<file path="config.mk">
export PLATFORM = sky130hd
export DESIGN_NAME = mem_stage_flat
export DESIGN_NICKNAME = d
export VERILOG_FILES = /design/src/rtl/mem_stage_if.sv /design/src/rtl/mem_stage.sv /design/src/flat_wrapper.sv
export SDC_FILE = /design/constraint.sdc
export NUM_CORES = 1
export LEC_CHECK = 0
export ABC_CLOCK_PERIOD_IN_PS = 6400
export BUFFER_PORTS_ARGS = -buffer_cell sky130_fd_sc_hd__buf_2
export CORE_MARGIN = 2
export CORE_UTILIZATION = 38
export CTS_BUF_LIST = sky130_fd_sc_hd__clkbuf_8
export CTS_CLUSTER_SIZE = 24
export DETAILED_ROUTE_END_ITERATION = 8
export SLEW_MARGIN = 20
export SYNTH_ARGS = -nofsm -noshare
export SYNTH_HDL_FRONTEND = slang
export SYNTH_SLANG_ARGS = --single-unit
</file>
<file path="constraint.sdc">
create_clock -name clk -period 6.4 [get_ports clk]
set_clock_uncertainty 0.1 [all_clocks]
set_input_delay 1.28 -clock clk [delete_from_list [all_inputs] [get_ports clk]]
set_output_delay 1.28 -clock clk [all_outputs]
set_load 0.005 [all_outputs]
</file>
<file path="src/rtl/mem_stage_if.sv">
// Handshake and data bundle between execute, data SRAM, write-back and the MEM stage.
// The slave modport is the MEM stage's view; master is the surrounding pipeline's view.
interface mem_stage_if;
  logic        ex_to_mem_valid;
  logic        mem_allowin;
  logic [31:0] ex_pc;
  logic [31:0] ex_alu_result;
  logic        ex_res_from_mem;
  logic        ex_rf_we;
  logic        ex_csr_re;
  logic [4:0]  ex_rf_waddr;
  logic        ex_ld_b;
  logic        ex_ld_h;
  logic        ex_ld_u;
  logic        ex_mem_req;
  logic        ex_excep_en;
  logic        ex_ertn_flush;
  logic        data_sram_data_ok;
  logic [31:0] data_sram_rdata;
  logic        flush;
  logic        wb_allowin;
  logic        mem_to_wb_valid;
  logic [31:0] mem_pc;
  logic [31:0] mem_rf_wdata;
  logic        mem_rf_we;
  logic [4:0]  mem_rf_waddr;
  logic        mem_excep_en;
  logic        mem_ertn_flush;
  logic        mem_fwd_stall;

  modport slave (
    input  ex_to_mem_valid, ex_pc, ex_alu_result, ex_res_from_mem, ex_rf_we,
           ex_csr_re, ex_rf_waddr, ex_ld_b, ex_ld_h, ex_ld_u, ex_mem_req,
           ex_excep_en, ex_ertn_flush, data_sram_data_ok, data_sram_rdata,
           flush, wb_allowin,
    output mem_allowin, mem_to_wb_valid, mem_pc, mem_rf_wdata, mem_rf_we,
           mem_rf_waddr, mem_excep_en, mem_ertn_flush, mem_fwd_stall
  );

  modport master (
    output ex_to_mem_valid, ex_pc, ex_alu_result, ex_res_from_mem, ex_rf_we,
           ex_csr_re, ex_rf_waddr, ex_ld_b, ex_ld_h, ex_ld_u, ex_mem_req,
           ex_excep_en, ex_ertn_flush, data_sram_data_ok, data_sram_rdata,
           flush, wb_allowin,
    input  mem_allowin, mem_to_wb_valid, mem_pc, mem_rf_wdata, mem_rf_we,
           mem_rf_waddr, mem_excep_en, mem_ertn_flush, mem_fwd_stall
  );
endinterface

</file>
<file path="src/rtl/mem_stage.sv">
// Memory-access pipeline stage: waits for data-SRAM responses, buffers them across
// write-back stalls, aligns load data and drops responses orphaned by a flush.
module mem_stage #(
  parameter int DISCARD_W = 2
) (
  input  logic         clk,
  input  logic         reset,
  mem_stage_if.slave   bus
);

  localparam logic [1:0] S_EMPTY = 2'd0;
  localparam logic [1:0] S_WAIT  = 2'd1;
  localparam logic [1:0] S_HOLD  = 2'd2;

  typedef struct packed {
    logic [31:0] pc;
    logic [31:0] alu_result;
    logic        res_from_mem;
    logic        rf_we;
    logic        csr_re;
    logic [4:0]  rf_waddr;
    logic        ld_b;
    logic        ld_h;
    logic        ld_u;
    logic        excep_en;
    logic        ertn_flush;
  } inst_t;

  logic [1:0]           state_q, state_d;
  logic [DISCARD_W-1:0] disc_cnt_q, disc_cnt_d;
  logic [31:0]          buf_q, buf_d;
  inst_t                inst_q, inst_d;

  logic        own_ok_s;
  logic        ready_go_s;
  logic        allowin_s;
  logic        accept_s;
  logic        leave_s;
  logic        valid_s;
  logic        disc_inc_s;
  logic        disc_dec_s;
  logic [31:0] ld_src_s;
  logic [31:0] ld_data_s;

  function automatic logic [31:0] align_load(
    input logic [31:0] src,
    input logic [1:0]  off,
    input logic        ld_b,
    input logic        ld_h,
    input logic        ld_u
  );
    logic [7:0]  byte_v;
    logic [15:0] half_v;
    logic [31:0] res_v;
    case (off)
      2'd0:    byte_v = src[7:0];
      2'd1:    byte_v = src[15:8];
      2'd2:    byte_v = src[23:16];
      2'd3:    byte_v = src[31:24];
      default: byte_v = 8'h00;
    endcase
    half_v = off[1] ? src[31:16] : src[15:0];
    if (ld_b) begin
      res_v = {{24{~ld_u & byte_v[7]}}, byte_v};
    end else if (ld_h) begin
      res_v = {{16{~ld_u & half_v[15]}}, half_v};
    end else begin
      res_v = src;
    end
    return res_v;
  endfunction

  // Handshake: a response is ours only once every stale response has drained.
  always_comb begin
    valid_s    = (state_q != S_EMPTY);
    own_ok_s   = bus.data_sram_data_ok & (disc_cnt_q == '0) & (state_q == S_WAIT);
    ready_go_s = (state_q == S_HOLD) | own_ok_s;
    allowin_s  = (state_q == S_EMPTY) | (ready_go_s & bus.wb_allowin);
    accept_s   = bus.ex_to_mem_valid & allowin_s & ~bus.flush;
    leave_s    = valid_s & ready_go_s & bus.wb_allowin;
    disc_inc_s = bus.flush & (state_q == S_WAIT) & ~own_ok_s;
    disc_dec_s = bus.data_sram_data_ok & (disc_cnt_q != '0);
  end

  // Next-state: FSM, stale-response counter, response buffer and latched instruction.
  always_comb begin
    state_d    = state_q;
    disc_cnt_d = disc_cnt_q;
    buf_d      = buf_q;
    inst_d     = inst_q;

    if (bus.flush) begin
      state_d = S_EMPTY;
    end else if (accept_s) begin
      state_d = bus.ex_mem_req ? S_WAIT : S_HOLD;
    end else if (leave_s) begin
      state_d = S_EMPTY;
    end else if (own_ok_s) begin
      state_d = S_HOLD;
    end else begin
      state_d = state_q;
    end

    // An in-flight request orphaned by flush and a drained stale response cancel out.
    case ({disc_inc_s, disc_dec_s})
      2'b10: begin
        if (disc_cnt_q != {DISCARD_W{1'b1}}) begin
          disc_cnt_d = disc_cnt_q + {{(DISCARD_W-1){1'b0}}, 1'b1};
        end else begin
          disc_cnt_d = disc_cnt_q;
        end
      end
      2'b01:   disc_cnt_d = disc_cnt_q - {{(DISCARD_W-1){1'b0}}, 1'b1};
      default: disc_cnt_d = disc_cnt_q;
    endcase

    if (~bus.flush & own_ok_s & ~leave_s) begin
      buf_d = bus.data_sram_rdata;
    end else begin
      buf_d = buf_q;
    end

    if (accept_s) begin
      inst_d.pc           = bus.ex_pc;
      inst_d.alu_result   = bus.ex_alu_result;
      inst_d.res_from_mem = bus.ex_res_from_mem;
      inst_d.rf_we        = bus.ex_rf_we;
      inst_d.csr_re       = bus.ex_csr_re;
      inst_d.rf_waddr     = bus.ex_rf_waddr;
      inst_d.ld_b         = bus.ex_ld_b;
      inst_d.ld_h         = bus.ex_ld_h;
      inst_d.ld_u         = bus.ex_ld_u;
      inst_d.excep_en     = bus.ex_excep_en;
      inst_d.ertn_flush   = bus.ex_ertn_flush;
    end else begin
      inst_d = inst_q;
    end
  end

  // State registers with synchronous reset.
  always_ff @(posedge clk) begin
    if (reset) begin
      state_q    <= S_EMPTY;
      disc_cnt_q <= '0;
      buf_q      <= 32'h0000_0000;
      inst_q     <= '0;
    end else begin
      state_q    <= state_d;
      disc_cnt_q <= disc_cnt_d;
      buf_q      <= buf_d;
      inst_q     <= inst_d;
    end
  end

  // Load alignment: the live response is bypassed in the cycle it arrives.
  always_comb begin
    if (own_ok_s) begin
      ld_src_s = bus.data_sram_rdata;
    end else begin
      ld_src_s = buf_q;
    end
    ld_data_s = align_load(ld_src_s, inst_q.alu_result[1:0],
                           inst_q.ld_b, inst_q.ld_h, inst_q.ld_u);
  end

  // Outputs towards write-back, decode and execute.
  always_comb begin
    bus.mem_allowin     = allowin_s;
    bus.mem_to_wb_valid = valid_s & ready_go_s & ~bus.flush;
    bus.mem_pc          = inst_q.pc;
    bus.mem_rf_wdata    = inst_q.res_from_mem ? ld_data_s : inst_q.alu_result;
    bus.mem_rf_we       = valid_s & inst_q.rf_we;
    bus.mem_rf_waddr    = inst_q.rf_waddr;
    bus.mem_excep_en    = valid_s & inst_q.excep_en;
    bus.mem_ertn_flush  = valid_s & inst_q.ertn_flush;
    bus.mem_fwd_stall   = valid_s & ((inst_q.res_from_mem & ~ready_go_s) | inst_q.csr_re);
  end

endmodule

</file>
<file path="src/flat_wrapper.sv">
// flat-port wrapper written by rule: the top's interface ports become plain ports
module mem_stage_flat 
#(
  parameter int DISCARD_W = 2
)
  (clk, reset, bus_ex_to_mem_valid, bus_ex_pc, bus_ex_alu_result, bus_ex_res_from_mem, bus_ex_rf_we, bus_ex_csr_re, bus_ex_rf_waddr, bus_ex_ld_b, bus_ex_ld_h, bus_ex_ld_u, bus_ex_mem_req, bus_ex_excep_en, bus_ex_ertn_flush, bus_data_sram_data_ok, bus_data_sram_rdata, bus_flush, bus_wb_allowin, bus_mem_allowin, bus_mem_to_wb_valid, bus_mem_pc, bus_mem_rf_wdata, bus_mem_rf_we, bus_mem_rf_waddr, bus_mem_excep_en, bus_mem_ertn_flush, bus_mem_fwd_stall);
  mem_stage_if bus_i ();
  input  logic clk;
  input  logic reset;
  input wire logic [$bits(bus_i.ex_to_mem_valid)-1:0] bus_ex_to_mem_valid;
  input wire logic [$bits(bus_i.ex_pc)-1:0] bus_ex_pc;
  input wire logic [$bits(bus_i.ex_alu_result)-1:0] bus_ex_alu_result;
  input wire logic [$bits(bus_i.ex_res_from_mem)-1:0] bus_ex_res_from_mem;
  input wire logic [$bits(bus_i.ex_rf_we)-1:0] bus_ex_rf_we;
  input wire logic [$bits(bus_i.ex_csr_re)-1:0] bus_ex_csr_re;
  input wire logic [$bits(bus_i.ex_rf_waddr)-1:0] bus_ex_rf_waddr;
  input wire logic [$bits(bus_i.ex_ld_b)-1:0] bus_ex_ld_b;
  input wire logic [$bits(bus_i.ex_ld_h)-1:0] bus_ex_ld_h;
  input wire logic [$bits(bus_i.ex_ld_u)-1:0] bus_ex_ld_u;
  input wire logic [$bits(bus_i.ex_mem_req)-1:0] bus_ex_mem_req;
  input wire logic [$bits(bus_i.ex_excep_en)-1:0] bus_ex_excep_en;
  input wire logic [$bits(bus_i.ex_ertn_flush)-1:0] bus_ex_ertn_flush;
  input wire logic [$bits(bus_i.data_sram_data_ok)-1:0] bus_data_sram_data_ok;
  input wire logic [$bits(bus_i.data_sram_rdata)-1:0] bus_data_sram_rdata;
  input wire logic [$bits(bus_i.flush)-1:0] bus_flush;
  input wire logic [$bits(bus_i.wb_allowin)-1:0] bus_wb_allowin;
  output wire logic [$bits(bus_i.mem_allowin)-1:0] bus_mem_allowin;
  output wire logic [$bits(bus_i.mem_to_wb_valid)-1:0] bus_mem_to_wb_valid;
  output wire logic [$bits(bus_i.mem_pc)-1:0] bus_mem_pc;
  output wire logic [$bits(bus_i.mem_rf_wdata)-1:0] bus_mem_rf_wdata;
  output wire logic [$bits(bus_i.mem_rf_we)-1:0] bus_mem_rf_we;
  output wire logic [$bits(bus_i.mem_rf_waddr)-1:0] bus_mem_rf_waddr;
  output wire logic [$bits(bus_i.mem_excep_en)-1:0] bus_mem_excep_en;
  output wire logic [$bits(bus_i.mem_ertn_flush)-1:0] bus_mem_ertn_flush;
  output wire logic [$bits(bus_i.mem_fwd_stall)-1:0] bus_mem_fwd_stall;
  assign bus_i.ex_to_mem_valid = bus_ex_to_mem_valid;
  assign bus_i.ex_pc = bus_ex_pc;
  assign bus_i.ex_alu_result = bus_ex_alu_result;
  assign bus_i.ex_res_from_mem = bus_ex_res_from_mem;
  assign bus_i.ex_rf_we = bus_ex_rf_we;
  assign bus_i.ex_csr_re = bus_ex_csr_re;
  assign bus_i.ex_rf_waddr = bus_ex_rf_waddr;
  assign bus_i.ex_ld_b = bus_ex_ld_b;
  assign bus_i.ex_ld_h = bus_ex_ld_h;
  assign bus_i.ex_ld_u = bus_ex_ld_u;
  assign bus_i.ex_mem_req = bus_ex_mem_req;
  assign bus_i.ex_excep_en = bus_ex_excep_en;
  assign bus_i.ex_ertn_flush = bus_ex_ertn_flush;
  assign bus_i.data_sram_data_ok = bus_data_sram_data_ok;
  assign bus_i.data_sram_rdata = bus_data_sram_rdata;
  assign bus_i.flush = bus_flush;
  assign bus_i.wb_allowin = bus_wb_allowin;
  assign bus_mem_allowin = bus_i.mem_allowin;
  assign bus_mem_to_wb_valid = bus_i.mem_to_wb_valid;
  assign bus_mem_pc = bus_i.mem_pc;
  assign bus_mem_rf_wdata = bus_i.mem_rf_wdata;
  assign bus_mem_rf_we = bus_i.mem_rf_we;
  assign bus_mem_rf_waddr = bus_i.mem_rf_waddr;
  assign bus_mem_excep_en = bus_i.mem_excep_en;
  assign bus_mem_ertn_flush = bus_i.mem_ertn_flush;
  assign bus_mem_fwd_stall = bus_i.mem_fwd_stall;
  mem_stage #(.DISCARD_W(DISCARD_W)) u_core (.clk(clk), .reset(reset), .bus(bus_i));
endmodule
</file>
* Word level (Yosys, flattened, before mapping)
Index checks and enable logic that the tools add are counted.
** Cells by class
- Add/subtract/negate cells :: 2
- Equality and inequality tests :: 9
- Muxes and demuxes :: 12
- Bitwise logic cells :: 28
- Reduce and logical (&&, ||, !) cells :: 9
** Operators by type and width (number)
- 2-to-1 mux 32 bit :: 4
- one-hot mux 8 bit (4 select lines) :: 1
- AND 1 bit :: 20
- 2-to-1 mux 16 bit :: 1
- 2-to-1 mux 2 bit :: 5
- == test 2 bit (second input constant) :: 4
- == test 2 x 1 -> 1 bit (second input constant) :: 3
- zero test 2 bit :: 3
- nonzero test 2 bit :: 3
- NOT 1 bit :: 5
- one-hot mux 2 bit (2 select lines) :: 1
- bitwise OR 1 bit :: 3
- nonzero test 3 bit :: 1
- adder 2 x 1 -> 2 bit (second input constant) :: 1
- inequality test 2 x 1 -> 1 bit (second input constant) :: 1
- inequality test 2 bit (second input constant) :: 1
- AND reduction 2 bit :: 1
- OR reduction 2 bit :: 1
- subtractor 2 x 1 -> 2 bit (second input constant) :: 1
** Storage, ports and cells
- Register bits after elaboration :: 113
- Input port bits :: 116
- Output and inout port bits :: 75
- Logic and storage cells :: 74

* Longest topological paths before layout
- Word-level depth :: 9
- Gate-level depth with buffers :: 9
- Depth with buffers taken out :: 5

* Least setup slack after synthesis
OpenSTA, ideal clock, no wires.
- Kind :: input port to output port
- From :: input bus_data_sram_data_ok
- To :: output bus_mem_rf_wdata[1]
- Arrival time :: 2.862 ns
- Data required time :: 5.020 ns
- Path slack :: 2.158 ns
- Stages :: 6
- Path buffers :: 1
- Path through :: or3b_1 buf_6 nor2_8 mux4_1 a221oi_1 o21ai_1
** Between the ends
- Word-level cells in the longest chain between the ends :: 7
- Elaborated cells between the ends (all ways) :: 8
- Those cells by class :: mux (6); bitwise (2)
** RTL lines
- start: declaration :: line flat_wrapper.sv:23 : input wire logic [$bits(bus_i.data_sram_data_ok)-1:0] bus_data_sram_data_ok;
- AND 1 bit (*) (2 in a row) :: line mem_stage.sv:76 : own_ok_s = bus.data_sram_data_ok & (disc_cnt_q == '0) & (state_q == S_WAIT);
- 2-to-1 mux 32 bit (*) :: line mem_stage.sv:157 : if (own_ok_s) begin
- 2-to-1 mux 16 bit :: line mem_stage.sv:62 : half_v = off[1] ? src[31:16] : src[15:0];
- 2-to-1 mux 32 bit :: line mem_stage.sv:65 : end else if (ld_h) begin
- 2-to-1 mux 32 bit (*) :: line mem_stage.sv:63 : if (ld_b) begin
- 2-to-1 mux 32 bit (*) :: line mem_stage.sv:171 : bus.mem_rf_wdata = inst_q.res_from_mem ? ld_data_s : inst_q.alu_result;
- end: declaration :: line flat_wrapper.sv:30 : output wire logic [$bits(bus_i.mem_rf_wdata)-1:0] bus_mem_rf_wdata;
Mark *: on every way between the ends. The rest lies on a longest branch, timed or not.

* Worst setup path in the final report
- From :: input bus_data_sram_data_ok
- To :: output bus_mem_rf_wdata[4]
The elaborated chain is that of the path after synthesis.

==> run metrics <==
status completed; ys async rst share 0%; maximum clock frequency 0.190 GHz; Crit Path Category primary input to output port; io pins 191; Post-Syn Instances 824; Post-synth EDFFs 0; Seq/Total Area, Yosys 36.7%; Wirelength per Cell 16.8 um; CTS tree yes; total grt overflow 0; Tightest Hold Check Type flop to flop; Final Max Slew Viols 0; Post-Place Cells 1,131; GRT Total Usage 22.2%; PD cells 230 mW/mm^2; Final Non-Filler Cells 1,163; first-pass GRT wire length 30.9 mm; Worst R2R End u_core.buf_q[23]; syn nets 940; Internal 1.25 mW; I/O Buffers 190; Comb power frac 12.4%; clock-pin slew on the worst setup and hold paths 0.07 ns; Synth Flop Type dfxtp_1; Synth cell types 51; Seq pwr share 44.2%; remaining antenna violation count 0; routed vias/inst 5.35; # fillers 1,707; Worst Hold End u_core.bus.mem_rf_waddr[1]; Area contributors post-synth dfxtp_1 37%, nand2_1 15%, a21oi_1 9.3%, buf_4 4.9%, mux2i_1 3.6%; Max Buffers Root-to-Sink 2; area fraction of the dominant cell type after synthesis 36.7%; Post-CTS Resized 0; Layout area overhead 18.4%; Peak supply drop 0.184 mV; Clk pwr share 43.5%; WP data required 5.02 ns; share of cells above drive strength 1 25.8%; number of DRC markers in iteration 0 484; H-tree depth 4; crit path max fanout 43; DP HPWL 13.1 mm; diode count 0; worst-margin pin slew 1.01 ns; Skew-Pair Late Insertion Delay 0.43 ns; R2R depth 6; final setup fails 0; Multi-input gate area 0.00329 mm^2; Starting Density 38.8%; total die area 0.0173 mm^2; slew margin rel. 32.3%; Register-to-Register Setup Slack 3.35 ns; number of max-cap violations 0; CP arrival 3.87 ns; clock sink count 113; Worst Slack Setup Final 1.15 ns; Final TNS setup 0 ns; GPL Wtd Cong 0.892; switching share of power 25.9%; YS warnings 0; final hold vios 0; hold depth 2; die width 131 um; # rows 46; final period demand of the worst path 5.25 ns; area occupied by registers 0.00226 mm^2; antenna violations before repair 0; Die Y 131 um; Yosys reg bits 113; top post-synthesis cells by count 243 x nand2_1, 114 x a21oi_1, 113 x dfxtp_1, 53 x clkbuf_1, 40 x buf_4; root buf cell clkbuf_8; hold path startpoint u_core.bus.mem_rf_waddr[1]; routed wire length 19.5 mm; largest net degree at the start of global routing 79; Setup Buffers After CTS 0; Sw Pwr 0.436 mW; most common cell in the netlist nand2_1; Vias 6,220; Post-layout nets 1,050; Yosys top cell by area dfxtp_1; synthesized area 0.00616 mm^2; pre-CTS setup slack 1.20 ns; total iterations of the first detailed-routing run 5; Core ar. 0.0159 mm^2; fin crit share 82.1%; drt drc 0; vias in the first global route 5,856; Post-Route Utilization 45.9%; Startpoint Class primary input; Pleak 2.90 nW; RSZ-0062 raised after global routing no; worst r2r src u_core.state_q[0]; hold_buf cts 0; Num CTS Buffers 17; Mean Syn Cell Area 7.48 um^2; Setup crit end kind output port
[worst max-delay path, cell delays in order]
cell       delay, ns
buf_2           0.13
or3b_1          0.56
nor2_8          0.67
mux2i_1         0.56
o2111ai_1       0.17
a221o_1         0.34
buf_2           0.13
[registers in the layout, indices dropped and copies added, names as in the netlist]
register                 flops
u_core.disc_cnt_q            2
u_core.inst_q               40
u_core.buf_q                32
u_core.bus.mem_rf_waddr      5
u_core.state_q               2
u_core.bus.mem_pc           32
[placed cells by master (no fill, tap or decap), types with 17 or more instances in the layout]
| master | n |
|---|---|
| and3_1 | 17 |
| buf_2 | 189 |
| nor2_1 | 27 |
| clkbuf_8 | 22 |
| mux2i_1 | 22 |
| dfxtp_1 | 113 |
| a21oi_1 | 114 |
| nand3_1 | 28 |
| nand2_1 | 243 |
| o21ai_0 | 22 |
[worst max path at each step]
| stage | slack (ns) | startpoint | cells after the start | to |
|---|---|---|---|---|
| after floorplan | 2.16 | bus_data_sram_data_ok | 6 | bus_mem_rf_wdata[1] |
| after global placement | 1.25 | bus_data_sram_data_ok | 7 | bus_mem_rf_wdata[4] |
| after detailed placement | 1.20 | bus_data_sram_data_ok | 7 | bus_mem_rf_wdata[4] |
| after CTS | 1.20 | bus_data_sram_data_ok | 7 | bus_mem_rf_wdata[4] |
| after global routing | 1.01 | bus_data_sram_data_ok | 7 | bus_mem_rf_wdata[4] |
| final | 1.15 | bus_data_sram_data_ok | 7 | bus_mem_rf_wdata[4] |
[stage by stage]
stage | hold slack (ns) | instance area [um^2] | power [mW]
after global routing | 0.375 | 7300 | 1.76
after detailed placement | 0.343 | 6860 | 0.967
final | 0.350 | 7300 | 1.68
after CTS | 0.354 | 7300 | 1.70
after floorplan | 0.332 | 6160 | 0.881
after global placement | 0.339 | 6860 | 0.966
[layer usage]
layer / track usage, % / routed length, um
met1: 28.7 / 8580
met2: 35.5 / 9100
met3: 6.79 / 1440
met4: 7.31 / 395
met5: 0 / 0
[cell families (layout without fill, tap and decap cells)]
kind of cell / after synthesis / count (layout) / share of synthesized area [%]
mux: 27 / 27 / 5.10
flops: 113 / 113 / 36.7
simple gates: 342 / 342 / 24.0
compound gates: 228 / 228 / 24.1
buf+inv: 114 / 237 / 10.1
[power groups by stage]
stage          sequential, mW  combinational [mW]  clock (mW)
2_1_floorplan           0.753               0.128           0
3_3_place_gp            0.758               0.207           0
3_5_place_dp            0.759               0.208           0
4_1_cts                 0.743               0.209       0.750
5_1_grt                 0.746               0.231       0.783
6_report                0.743               0.208       0.731
[area by class of cell]
cell class	count	area share, %
tap	216	3.70
clock inverter	10	1.80
inverter	7	0.360
sequential	113	31.0
clock buffer	22	4.15
multi-input combinational	597	45.1
timing repair buffer	198	13.9
Power figures use the tool's default switching activity.
